**src/rtl/avsd_sar_adc_ctrl_if.sv**
```systemverilog
// Handshake/analog-side bundle for the SAR controller.
// The slave modport is the controller; the master modport is the digital core
// together with the analog front end (START/ABORT requests, comparator result).
interface avsd_sar_adc_ctrl_if #(
  parameter int WIDTH = 10
);
  logic             START;
  logic             ABORT;
  logic             CMP;
  logic [WIDTH-1:0] DAC_D;
  logic             SAMPLE;
  logic             BUSY;
  logic             DONE;
  logic [WIDTH-1:0] DOUT;

  modport master (
    output START, ABORT, CMP,
    input  DAC_D, SAMPLE, BUSY, DONE, DOUT
  );

  modport slave (
    input  START, ABORT, CMP,
    output DAC_D, SAMPLE, BUSY, DONE, DOUT
  );
endinterface

```
**src/rtl/avsd_sar_adc_ctrl.sv**
```systemverilog
// Successive-approximation ADC controller: samples, then resolves one result
// bit per settle window (MSB first) by driving trial codes to the DAC and
// reading the comparator; reports the result with a BUSY/DONE handshake.
module avsd_sar_adc_ctrl #(
  parameter int WIDTH         = 10,
  parameter int SAMPLE_CYCLES = 2,
  parameter int SETTLE_CYCLES = 1
) (
  input logic               CLK,
  input logic               reset,
  avsd_sar_adc_ctrl_if.slave bus
);

  localparam int IW = (WIDTH > 1) ? $clog2(WIDTH) : 1;
  localparam int SW = $clog2(SAMPLE_CYCLES + 1);
  localparam int TW = $clog2(SETTLE_CYCLES + 1);

  typedef enum logic [1:0] {
    ST_IDLE  = 2'd0,
    ST_SAMP  = 2'd1,
    ST_TRIAL = 2'd2
  } state_t;

  state_t           state_q, state_d;
  logic [SW-1:0]    samp_cnt_q, samp_cnt_d;
  logic [TW-1:0]    settle_cnt_q, settle_cnt_d;
  logic [IW-1:0]    bit_q, bit_d;
  logic [WIDTH-1:0] res_q, res_d;
  logic [WIDTH-1:0] dout_q, dout_d;
  logic             done_q, done_d;

  logic [WIDTH-1:0] trial_bit;
  logic [WIDTH-1:0] res_keep;

  // One-hot mask of the bit under trial and the result with the comparator
  // decision for that bit folded in.
  always_comb begin
    trial_bit = WIDTH'(1) << bit_q;
    res_keep  = bus.CMP ? (res_q | trial_bit) : res_q;
  end

  // State and datapath registers; reset clears everything including DOUT.
  always_ff @(posedge CLK or posedge reset) begin
    if (reset) begin
      state_q      <= ST_IDLE;
      samp_cnt_q   <= '0;
      settle_cnt_q <= '0;
      bit_q        <= '0;
      res_q        <= '0;
      dout_q       <= '0;
      done_q       <= 1'b0;
    end else begin
      state_q      <= state_d;
      samp_cnt_q   <= samp_cnt_d;
      settle_cnt_q <= settle_cnt_d;
      bit_q        <= bit_d;
      res_q        <= res_d;
      dout_q       <= dout_d;
      done_q       <= done_d;
    end
  end

  // Next-state logic: sample countdown, per-bit settle countdown, bit capture.
  // ABORT is tested before the window-end capture so it wins over completion.
  always_comb begin
    state_d      = state_q;
    samp_cnt_d   = samp_cnt_q;
    settle_cnt_d = settle_cnt_q;
    bit_d        = bit_q;
    res_d        = res_q;
    dout_d       = dout_q;
    done_d       = 1'b0;

    case (state_q)
      ST_IDLE: begin
        if (bus.START) begin
          state_d    = ST_SAMP;
          res_d      = '0;
          samp_cnt_d = SW'(SAMPLE_CYCLES - 1);
        end
      end

      ST_SAMP: begin
        if (bus.ABORT) begin
          state_d = ST_IDLE;
        end else if (samp_cnt_q == '0) begin
          state_d      = ST_TRIAL;
          bit_d        = IW'(WIDTH - 1);
          settle_cnt_d = TW'(SETTLE_CYCLES - 1);
        end else begin
          samp_cnt_d = samp_cnt_q - SW'(1);
        end
      end

      ST_TRIAL: begin
        if (bus.ABORT) begin
          state_d = ST_IDLE;
        end else if (settle_cnt_q == '0) begin
          res_d = res_keep;
          if (bit_q == '0) begin
            state_d = ST_IDLE;
            dout_d  = res_keep;
            done_d  = 1'b1;
          end else begin
            bit_d        = bit_q - IW'(1);
            settle_cnt_d = TW'(SETTLE_CYCLES - 1);
          end
        end else begin
          settle_cnt_d = settle_cnt_q - TW'(1);
        end
      end

      default: begin
        state_d = ST_IDLE;
      end
    endcase
  end

  // Outputs decode directly from registered state so reset forces them low.
  always_comb begin
    bus.BUSY   = (state_q != ST_IDLE);
    bus.SAMPLE = (state_q == ST_SAMP);
    bus.DAC_D  = (state_q == ST_TRIAL) ? (res_q | trial_bit) : '0;
    bus.DONE   = done_q;
    bus.DOUT   = dout_q;
  end

endmodule
```
**src/flat_wrapper.sv**
```systemverilog
// flat-port wrapper written by rule: the top's interface ports become plain ports
module avsd_sar_adc_ctrl_flat 
#(
  parameter int WIDTH         = 10,
  parameter int SAMPLE_CYCLES = 2,
  parameter int SETTLE_CYCLES = 1
)
  (CLK, reset, bus_START, bus_ABORT, bus_CMP, bus_DAC_D, bus_SAMPLE, bus_BUSY, bus_DONE, bus_DOUT);
  avsd_sar_adc_ctrl_if #(.WIDTH(WIDTH)) bus_i ();
  input logic CLK;
  input logic reset;
  input wire logic [$bits(bus_i.START)-1:0] bus_START;
  input wire logic [$bits(bus_i.ABORT)-1:0] bus_ABORT;
  input wire logic [$bits(bus_i.CMP)-1:0] bus_CMP;
  output wire logic [$bits(bus_i.DAC_D)-1:0] bus_DAC_D;
  output wire logic [$bits(bus_i.SAMPLE)-1:0] bus_SAMPLE;
  output wire logic [$bits(bus_i.BUSY)-1:0] bus_BUSY;
  output wire logic [$bits(bus_i.DONE)-1:0] bus_DONE;
  output wire logic [$bits(bus_i.DOUT)-1:0] bus_DOUT;
  assign bus_i.START = bus_START;
  assign bus_i.ABORT = bus_ABORT;
  assign bus_i.CMP = bus_CMP;
  assign bus_DAC_D = bus_i.DAC_D;
  assign bus_SAMPLE = bus_i.SAMPLE;
  assign bus_BUSY = bus_i.BUSY;
  assign bus_DONE = bus_i.DONE;
  assign bus_DOUT = bus_i.DOUT;
  avsd_sar_adc_ctrl #(.WIDTH(WIDTH), .SAMPLE_CYCLES(SAMPLE_CYCLES), .SETTLE_CYCLES(SETTLE_CYCLES)) u_core (.CLK(CLK), .reset(reset), .bus(bus_i));
endmodule
```
**config.mk**
```make
export PLATFORM = sky130hd
export DESIGN_NAME = avsd_sar_adc_ctrl_flat
export DESIGN_NICKNAME = d
export VERILOG_FILES = /design/src/rtl/avsd_sar_adc_ctrl_if.sv /design/src/rtl/avsd_sar_adc_ctrl.sv /design/src/flat_wrapper.sv
export SDC_FILE = /design/constraint.sdc
export NUM_CORES = 1
export LEC_CHECK = 0
export ABC_AREA = 1
export BUFFER_PORTS_ARGS = -buffer_cell sky130_fd_sc_hd__buf_2
export CAP_MARGIN = 0
export CORE_UTILIZATION = 45
export CTS_CLUSTER_DIAMETER = 40
export DETAILED_ROUTE_END_ITERATION = 6
export PLACE_DENSITY = 0.66
export SKIP_CTS_REPAIR_TIMING = 1
export SLEW_MARGIN = 10
export SYNTH_ARGS = -nofsm -noshare
export SYNTH_HDL_FRONTEND = slang
export SYNTH_SLANG_ARGS = --single-unit
```
**constraint.sdc**
```tcl
create_clock -name CLK -period 2 [get_ports CLK]
set_clock_uncertainty 0.2 [all_clocks]
set_input_delay 0.1 -clock CLK [delete_from_list [all_inputs] [get_ports CLK]]
set_output_delay 0.1 -clock CLK [all_outputs]
set_load 0.02 [all_outputs]
```
==> flow_summary.json <==
{
  "die_area_mm2": 0.003891,
  "synth_cells": 221,
  "whs_path_depth": 4,
  "r2r_end": "u_core.bit_q[2]$_DFFE_PP0P_",
  "root_buffer": "clkbuf_4",
  "netlist.area_leader.share_pct": 44.24,
  "fin_area_mm2": 0.001979,
  "syn-num-nets": 235,
  "drt-wirelength-per-cell_um": 11.45,
  "coreArea_mm2": 0.003416,
  "cp_max_fo": 5,
  "rsz0062_at_grt": "false",
  "insertion_delay_ns": 0.33,
  "rrSetupSlack_ns": 0.25,
  "setup_viol": 0,
  "synthDistinctLibCells": 19,
  "synth.most_common_cell": "nand2_1",
  "status": "finished with violations",
  "yosys.area.top_type": "dfrtp_1",
  "wl_um": 3515,
  "ys_warn_count": 0,
  "cp_slowest_cell": "dfrtp_1",
  "ir_drop_v": 0.0007308,
  "synth_area_leaders": "dfrtp_1 44%, nand2_1 21%, ha_1 6.9%",
  "path_cells": "inv_1 -> ha_2 -> nand3_1 -> a21oi_1 -> buf_2",
  "grt_max_degree": 30,
  "critPathBufInv": 2,
  "initial_core_util_pct": 48.02,
  "ys_ff_latch": 29,
  "grt-ovfl-total": 0,
  "reg2reg_depth": 8,
  "die_x_um": 62.38,
  "grt_pass1_vias": 1415,
  "clockBufferDepth": 2,
  "ys_async_sr_fraction_pct": 100.0,
  "synth_area_mm2": 0.001640,
  "regArea_um2": 725.7,
  "io_pins": 28,
  "whs_ns": -0.03105,
  "diodes": 0,
  "slew_headroom_pct": 67.20,
  "synth_seq_area_share_pct": 44.24,
  "final_util_pct": 57.95,
  "drcViolationCount": 0,
  "placed_cell_area_mm2": 0.001822,
  "hold_viol": 2,
  "slowest_delay_ns": 0.44,
  "multi_input_area_um2": 807.0,
  "placementRows": 21,
  "cp_top_family": "flip-flops",
  "ant_nets": 0,
  "cp.depth": 5,
  "num_vias": 1457,
  "fin_ws_ns": 0.07214,
  "fmax_mhz": 518.7,
  "hp-class": "in2reg",
  "n_fill_cell": 339,
  "area_growth_pct": 20.67,
  "hpwl_um": 2490,
  "hold_path.startpoint": "bus_ABORT",
  "gr-usage-all-layers_pct": 20.24,
  "io_buffer_count": 27,
  "drt_iter0_markers": 51,
  "final.min_clock_period_ns": 1.928,
  "gp_congestion": 0.7712,
  "netlist_top_cells_count": "93 x nand2_1, 29 x dfrtp_1, 25 x inv_1, 16 x nor2_1, 12 x nand3_1",
  "fin_crit_sh_pct": 96.39,
  "worstSetupPathType": "reg2out",
  "finalNetCount": 274,
  "worstPathRequired_ns": 1.70,
  "cp-start-kind": "flip-flop",
  "path_clk_slew_ns": 0.09,
  "drt-vias-per-instance": 4.746,
  "r2r-start": "u_core.state_q[1]$_DFFE_PP0P_",
  "violations": "negative hold slack",
  "end_kind": "output pin",
  "htreeDepth": 2,
  "drv_slew": 0,
  "antenna_found_initial": 0,
  "die_y_um": 62.38,
  "cap_viol_max_count": 0,
  "preCtsSetupSlack_ns": 0.1649,
  "p_per_area_mw_per_mm2": 1254,
  "ys.flop_type": "dfrtp_1",
  "worst_slew_pin_slew_ns": 0.4905,
  "tritoncts": "built",
  "dr.pass1.iters": 4,
  "numCtsBuffers": 5,
  "p_leak_nw": 1.090,
  "whs_endpoint": "u_core.state_q[1]$_DFFE_PP0P_",
  "clock-sinks": 29,
  "postSynthAreaPerCell_um2": 7.422,
  "grt_pass1_wl_um": 6147,
  "drive_gt1_share_pct": 19.92,
  "critPathArrivalTime_ns": 1.63,
  "synth_edf_count": 0
}
==> where the power goes <==
group | switching (W) | internal [W]
clock | 0.000207 | 0.000203
combinational | 0.000781 | 0.000416
sequential | 0.000132 | 0.000743
==> routing by layer <==
metal | vias up | share of wire (%) | track usage, %
met3 | 7 | 4.0 | 4.745
met2 | 31 | 47 | 33.52
li1 | 763 | - | -
met4 | 0 | 1.3 | 7.267
met1 | 656 | 48 | 25.86
met5 | - | 0 | 0
==> layout by cell type, fill, tap and decap left out, drive strengths merged <==
master,Yosys,routed
nand2,93,93
buf,3,33
dfrtp,29,29
inv,27,27
nor2,19,19
nand3,13,13
a21oi,11,11
o21ai,10,10
ha,9,9
clkbuf,1,7
nand4,3,3
dlygate4sd3,0,3
o21a,1,1
o211ai,1,1
nor3b,1,1
clkinv,0,1
==> stage by stage <==
step | total power [W] | TNS (ns) | cells
2_1_floorplan | 0.001715 | 0 | 221
3_3_place_gp | 0.002008 | 0 | 293
3_5_place_dp | 0.002013 | 0 | 293
4_1_cts | 0.002433 | -0.5541 | 301
5_1_grt | 0.002680 | 0 | 307
6_report | 0.002483 | 0 | 307
==> cell type report <==
class | count | area share (%)
multi-input combinational | 161 | 40.77
sequential | 29 | 36.66
timing repair buffer | 36 | 11.00
inverter | 27 | 5.120
clock buffer | 7 | 3.287
tap | 46 | 2.908
clock inverter | 1 | 0.2528
==> cells by family (layout without fill, tap and decap cells) <==
logic type | Yosys count | count (layout) | synth area share, %
and+or+nand+nor | 129 | 129 | 33.03
buffers and inverters | 31 | 71 | 8.238
DFF | 29 | 29 | 44.24
AOI/OAI and AO/OA | 23 | 23 | 7.628
adders and majority gates | 9 | 9 | 6.865
==> sequential cells by signal (all words and copies together) (netlist names) <==
signal	count
u_core.res_q	10
u_core.state_q	2
u_core.bus.DOUT	10
u_core.samp_cnt_q	2
u_core.bus.DONE	1
u_core.bit_q	4
==> worst max-delay path by stage <==
stage	from	endpoint	slack (ns)
after detailed placement	u_core.state_q[0]$_DFFE_PP0P_	u_core.res_q[4]$_DFFE_PP0P_	0.16
after CTS	u_core.state_q[0]$_DFFE_PP0P_	bus_DAC_D[0]	-0.09
after global routing	u_core.bit_q[1]$_DFFE_PP0P_	bus_DAC_D[5]	0.004
final	u_core.bit_q[1]$_DFFE_PP0P_	bus_DAC_D[9]	0.07
after global placement	u_core.state_q[0]$_DFFE_PP0P_	u_core.res_q[5]$_DFFE_PP0P_	0.19
after floorplan	u_core.state_q[0]$_DFFE_PP0P_	bus_DAC_D[0]	0.32
==> worst reg2reg max path, cell delays in order, from the launching register on <==
cell	delay (ns)
dfrtp_1	0.42
inv_1	0.08
ha_1	0.27
nand2_1	0.14
nand2_1	0.08
nor2_1	0.18
nand2_1	0.14
nand2_1	0.08
nand2_1	0.05
No activity file was read; power rests on OpenSTA's default activity.
